**config.mk**
```make
export PLATFORM = sky130hd
export DESIGN_NAME = bmp280_sampler
export DESIGN_NICKNAME = d
export VERILOG_FILES = /design/src/rtl/bmp280_sampler.sv
export SDC_FILE = /design/constraint.sdc
export NUM_CORES = 1
export LEC_CHECK = 0
export CAP_MARGIN = 20
export CORE_ASPECT_RATIO = 0.5
export CORE_UTILIZATION = 45
export DETAILED_ROUTE_END_ITERATION = 10
export PLACE_DENSITY = 0.68
export SYNTH_ARGS = -nofsm -noshare
export SYNTH_HDL_FRONTEND = slang
export SYNTH_SLANG_ARGS = --single-unit
```
**constraint.sdc**
```tcl
create_clock -name FPGA_CLK1_50 -period 3.1 [get_ports FPGA_CLK1_50]
set_input_delay 0.62 -clock FPGA_CLK1_50 [delete_from_list [all_inputs] [get_ports FPGA_CLK1_50]]
set_output_delay 0.62 -clock FPGA_CLK1_50 [all_outputs]
set_load 0.01 [all_outputs]
```
**src/rtl/bmp280_sampler.sv**
```systemverilog
`default_nettype none
// +----------------------------------------------------------------------------+
// | Module  : bmp280_sampler                                                   |
// | Purpose : BMP280 forced-mode measurement sequencer driving a byte-level    |
// |           I2C master; assembles 20-bit raw pressure/temperature words.     |
// | Revision: 1.0                                                              |
// +----------------------------------------------------------------------------+
module bmp280_sampler #(
  parameter logic [6:0]  DEV_ADDR   = 7'h77,
  parameter logic [7:0]  CTRL_MEAS  = 8'h25,
  parameter int unsigned POLL_LIMIT = 200
) (
  input  logic        FPGA_CLK1_50,
  input  logic        reset_n,
  input  logic        start,
  output logic        busy,
  output logic        cmd_valid,
  input  logic        cmd_ready,
  output logic [2:0]  cmd_op,
  output logic [7:0]  cmd_wdata,
  input  logic        rsp_valid,
  input  logic [7:0]  rsp_data,
  input  logic        rsp_nack,
  output logic [19:0] press_raw,
  output logic [19:0] temp_raw,
  output logic        sample_valid,
  output logic        error,
  output logic [1:0]  err_code
);

  localparam logic [2:0] c_ST_IDLE       = 3'd0;
  localparam logic [2:0] c_ST_ISSUE      = 3'd1;
  localparam logic [2:0] c_ST_WAIT_RSP   = 3'd2;
  localparam logic [2:0] c_ST_NEXT       = 3'd3;
  localparam logic [2:0] c_ST_ABORT      = 3'd4;
  localparam logic [2:0] c_ST_ABORT_WAIT = 3'd5;

  localparam logic [2:0] c_OP_START     = 3'd0;
  localparam logic [2:0] c_OP_WRITE     = 3'd1;
  localparam logic [2:0] c_OP_READ_ACK  = 3'd2;
  localparam logic [2:0] c_OP_READ_NACK = 3'd3;
  localparam logic [2:0] c_OP_STOP      = 3'd4;

  localparam logic [4:0] c_STEP_POLL_FIRST  = 5'd5;
  localparam logic [4:0] c_STEP_STATUS_RD   = 5'd10;
  localparam logic [4:0] c_STEP_POLL_LAST   = 5'd11;
  localparam logic [4:0] c_STEP_BURST_FIRST = 5'd12;
  localparam logic [4:0] c_STEP_BYTE0       = 5'd17;
  localparam logic [4:0] c_STEP_LAST        = 5'd23;

  localparam logic [7:0] c_ADDR_WR    = {DEV_ADDR, 1'b0};
  localparam logic [7:0] c_ADDR_RD    = {DEV_ADDR, 1'b1};
  localparam logic [7:0] c_POLL_LIMIT = 8'(POLL_LIMIT);

  logic [2:0] r_state;
  logic [4:0] r_step;
  logic [7:0] r_poll_cnt;
  logic       r_measuring;
  logic [7:0] r_byte [0:5];

  logic [2:0] w_prog_op;
  logic [7:0] w_prog_wdata;
  logic [7:0] w_poll_next;
  logic [2:0] w_byte_idx;

  assign w_poll_next = r_poll_cnt + 8'd1;
  assign w_byte_idx  = 3'(r_step - c_STEP_BYTE0);

  // Command program: config (0-4), status poll (5-11), six-byte burst (12-23).
  always_comb begin
    w_prog_op    = c_OP_STOP;
    w_prog_wdata = 8'h00;
    case (r_step)
      5'd0, 5'd5, 5'd8, 5'd12, 5'd15: w_prog_op = c_OP_START;
      5'd1, 5'd6, 5'd13: begin w_prog_op = c_OP_WRITE; w_prog_wdata = c_ADDR_WR; end
      5'd9, 5'd16:       begin w_prog_op = c_OP_WRITE; w_prog_wdata = c_ADDR_RD; end
      5'd2:  begin w_prog_op = c_OP_WRITE; w_prog_wdata = 8'hF4;     end
      5'd3:  begin w_prog_op = c_OP_WRITE; w_prog_wdata = CTRL_MEAS; end
      5'd7:  begin w_prog_op = c_OP_WRITE; w_prog_wdata = 8'hF3;     end
      5'd14: begin w_prog_op = c_OP_WRITE; w_prog_wdata = 8'hF7;     end
      5'd10, 5'd22: w_prog_op = c_OP_READ_NACK;
      5'd17, 5'd18, 5'd19, 5'd20, 5'd21: w_prog_op = c_OP_READ_ACK;
      default: w_prog_op = c_OP_STOP;
    endcase
  end

  assign busy      = (r_state != c_ST_IDLE);
  assign cmd_valid = (r_state == c_ST_ISSUE) || (r_state == c_ST_ABORT);

  always_comb begin
    cmd_op    = c_OP_START;
    cmd_wdata = 8'h00;
    if (r_state == c_ST_ISSUE) begin
      cmd_op    = w_prog_op;
      cmd_wdata = w_prog_wdata;
    end else if (r_state == c_ST_ABORT) begin
      cmd_op    = c_OP_STOP;
    end
  end

  always_ff @(posedge FPGA_CLK1_50 or negedge reset_n) begin
    if (!reset_n) begin
      r_state      <= c_ST_IDLE;
      r_step       <= 5'd0;
      r_poll_cnt   <= 8'd0;
      r_measuring  <= 1'b0;
      for (int i = 0; i < 6; i++) r_byte[i] <= 8'h00;
      press_raw    <= 20'h0;
      temp_raw     <= 20'h0;
      sample_valid <= 1'b0;
      error        <= 1'b0;
      err_code     <= 2'd0;
    end else begin
      sample_valid <= 1'b0;
      case (r_state)
        c_ST_IDLE: begin
          if (start) begin
            error      <= 1'b0;
            err_code   <= 2'd0;
            r_poll_cnt <= 8'd0;
            r_step     <= 5'd0;
            r_state    <= c_ST_ISSUE;
          end
        end
        c_ST_ISSUE: begin
          if (cmd_ready) r_state <= c_ST_WAIT_RSP;
        end
        c_ST_WAIT_RSP: begin
          if (rsp_valid) begin
            if (w_prog_op == c_OP_WRITE && rsp_nack) begin
              r_state <= c_ST_ABORT;
            end else if (r_step == c_STEP_LAST) begin
              // Final STOP completes: publish straight away so the pulse lands one cycle after the response.
              press_raw    <= {r_byte[0], r_byte[1], r_byte[2][7:4]};
              temp_raw     <= {r_byte[3], r_byte[4], r_byte[5][7:4]};
              sample_valid <= 1'b1;
              r_state      <= c_ST_IDLE;
            end else begin
              if (r_step == c_STEP_STATUS_RD) r_measuring <= rsp_data[3];
              if (r_step >= c_STEP_BYTE0) r_byte[w_byte_idx] <= rsp_data;
              r_state <= c_ST_NEXT;
            end
          end
        end
        c_ST_NEXT: begin
          if (r_step == c_STEP_POLL_LAST) begin
            if (r_measuring) begin
              r_poll_cnt <= w_poll_next;
              if (w_poll_next == c_POLL_LIMIT) begin
                error    <= 1'b1;
                err_code <= 2'd2;
                r_state  <= c_ST_IDLE;
              end else begin
                r_step   <= c_STEP_POLL_FIRST;
                r_state  <= c_ST_ISSUE;
              end
            end else begin
              r_step  <= c_STEP_BURST_FIRST;
              r_state <= c_ST_ISSUE;
            end
          end else begin
            r_step  <= r_step + 5'd1;
            r_state <= c_ST_ISSUE;
          end
        end
        c_ST_ABORT: begin
          if (cmd_ready) r_state <= c_ST_ABORT_WAIT;
        end
        c_ST_ABORT_WAIT: begin
          if (rsp_valid) begin
            error    <= 1'b1;
            err_code <= 2'd1;
            r_state  <= c_ST_IDLE;
          end
        end
        default: r_state <= c_ST_IDLE;
      endcase
    end
  end

endmodule
`default_nettype wire

```
==> impl_metrics.tcl <==
set metrics [dict create \
    status "finished clean" \
    arrival_ns 2.33 \
    ys_ff_latch 101 \
    period_share_pct 95.2 \
    ant_nets 0 \
    die_y_um 75.3 \
    synth_cell_types 63 \
    ios 71 \
    num_vias 3331 \
    via_per_inst 5.40 \
    cp.required_ns 2.48 \
    seq_power_share_pct 40.3 \
    drc 0 \
    clock_skew_ns 0.00869 \
    cp-start-kind "flip-flop" \
    post_dp_cell_area_mm2 0.00575 \
    comb_power_share_pct 32.0 \
    layout-area-overhead-vs-synth_pct 26.3 \
    port-buffer-count 70 \
    wire_per_inst_um 16.5 \
    grt_max_degree 102 \
    maxSlewHeadroom_pct 62.0 \
    setup_viol 0 \
    detailed_place_hpwl_mm 6.72 \
    regArea_mm2 0.00253 \
    initial_core_util_pct 46.9 \
    layout-drive-gt1-share_pct 29.4 \
    place_inst 599 \
    drt_wl_total_mm 10.2 \
    critical_path.max_fanout 5 \
    dieArea_mm2 0.0112 \
    grt_pass1_wl_mm 16.5 \
    pwr-share-clk_pct 27.7 \
    grt_pass1_vias 3165 \
    dr.pass1.iters 4 \
    hp-class "primary input to asynchronous set/reset pin" \
    cts_tree "yes" \
    startpoint "r_step[0]" \
    crit_type "flip-flop to output pin" \
    cellInternalPower_mw 2.61 \
    yosys.area.top_type "dfrtp_1" \
    end_kind "output pin" \
    syn_avg_cell_area_um2 12.2 \
    die_x_um 149 \
    yosys_warnings 0 \
    core_area_mm2 0.0103 \
    multiInputGateArea_mm2 0.00221 \
    fin_crit_ns 2.95 \
    hold_viol_final 0 \
    tightest_slew_ns 0.569 \
    yosysMostFrequentCell "dfrtp_1" \
    antenna_found_initial 0 \
    fillers 837 \
    drv_slew 0 \
    clockBufferDepth 2 \
    stdcell_area_mm2 0.00611 \
    yosys-top-cells-area "dfrtp_1 52%, mux2_2 16%, mux2_4 2.5%, ha_1 2.1%, nand2_1 1.9%" \
    gp_congestion 0.894 \
    setup_tns_ns 0 \
    path_clk_slew_ns 0.07 \
    dp_slack_ns 0.242 \
    syn-cell-area_mm2 0.00484 \
    synth_top_flop_cell "dfrtp_1" \
    synth.top_cell.area_share_pct 52.3 \
    cts.sinks 101 \
    power.leakage_nw 2.83 \
    synthCells 396 \
    overflow 0 \
    drv_cap 0 \
    clk_latency_ns 0.34 \
    numCtsBuffers 9 \
    dr.first_iter.drc_count 221 \
    max-vdd-ir-drop_mv 0.304 \
    fin_ws_ns 0.148 \
    fmax_mhz 339 \
    synth_fp_nets 418 \
    num_rows 26 \
    worstReg2RegStart "r_step[0]" \
    htreeDepth 3 \
    grtUsageTotal_pct 19.3 \
    switching_share_pct 33.7 \
    switchingPower_mw 1.33 \
    power_density_mw_per_mm2 645 \
    synth_edf_count 0 \
    antennaDiodeCount 0 \
    nets 494 \
    cts-root-buf "clkbuf_16" \
    async_flop_share_pct 100 \
    instances_no_fill 617 \
    synthTopCellsByCount "101 x dfrtp_1, 69 x mux2_2, 25 x nand2_1" \
    ys_seq_area_share_pct 52.3 \
]
-- registers in the layout, indices dropped and copies added, names as in the netlist --
register,count
r_byte,40
press_raw,20
temp_raw,20
r_poll_cnt,8
r_step,5
r_state,3
err_code,2
error,1
r_measuring,1
sample_valid,1
-- cell usage in the layout (no fill, tap or decap), types with 3 or more instances in the layout --
cell type	Yosys	layout
o21ai_0	14	14
mux2_1	4	4
clkbuf_16	0	9
mux2_2	69	69
and2_1	7	7
or3_1	4	4
inv_1	9	7
nor3_1	9	8
nand4_1	4	4
a31oi_1	6	6
nand3_1	10	10
nor2_1	13	13
a21oi_1	14	14
nand2_1	25	25
dfrtp_1	101	97
ha_1	8	6
buf_4	3	18
mux2_4	8	8
xor2_1	3	3
mux2i_1	4	4
dfrtp_2	0	3
clkdlybuf4s50_1	0	66
nor2b_1	9	7
nand2b_1	4	3
-- layout make-up --
cell class,instances,area share (%)
multi-input cells,261,36.2
repair buffers,89,14.2
inverters,10,0.614
well taps,140,2.87
clock inverters,6,0.860
clock buffers,10,3.75
flip-flops and latches,101,41.5
-- critical path: stages (launching register included) --
cell	delay (ns)
dfrtp_1	0.40
inv_2	0.12
ha_2	0.23
nor4bb_1	0.39
a21oi_1	0.11
a21oi_1	0.21
clkdlybuf4s50_1	0.56
-- final timing paths --
| kind | end | cells past startpoint | slack (ns) |
|---|---|---|---|
| max in group asynchronous | r_step[3] | 2 | 2.29 |
| worst max-delay path | cmd_op[0] | 6 | 0.15 |
| worst min-delay path | r_byte[22] | 2 | 0.29 |
| worst min register to register | r_byte[7] | 1 | 0.48 |
| worst max register to register | r_byte[44] | 8 | 0.56 |
| min in group FPGA_CLK1_50 | r_byte[7] | 1 | 0.48 |
-- power groups by stage --
stage | clock, mW | combinational, mW | sequential, mW
final | 1.09 | 1.26 | 1.59
after global routing | 1.18 | 1.39 | 1.61
after CTS | 1.11 | 1.23 | 1.58
after detailed placement | 0 | 1.23 | 1.60
after global placement | 0 | 1.22 | 1.60
after floorplan | 0 | 0.818 | 1.54
-- kinds of logic (layout without fill, tap and decap cells) --
kind of cell    Yosys count  after routing  synth area share [%]
simple gates            102            102                  12.3
mux                      85             85                  20.3
compound gates           62             62                  9.16
flops                   101            101                  52.3
buf+inv                  34            115                  3.21
xor+xnor                  4              4                 0.724
fa+ha+maj                 8              8                  2.07
-- metal layers --
layer | vias up | wire length (um) | track usage (%)
met5 | - | 0 | 0
met1 | 1668 | 4910 | 27.3
li1 | 1592 | - | -
met4 | 0 | 69 | 4.81
met2 | 65 | 4810 | 30.8
met3 | 6 | 374 | 4.01
-- timing repair --
item / in CTS / in global routing
pin swaps: 0 / 1
hold buffers: 0 / 0
resized for setup: 5 / 17
setup buffers: 0 / 2
endpoints found under the setup margin: 3 / 6
-- through the flow --
stage          power [mW]  util (%)  hold slack, ns
6_report             3.94      59.2           0.294
3_3_place_gp         2.81      55.8           0.467
3_5_place_dp         2.83      55.8           0.474
5_1_grt              4.18      59.2           0.371
4_1_cts              3.92      58.5           0.360
2_1_floorplan        2.35         -           0.324
(Power assumes the default switching activity.)
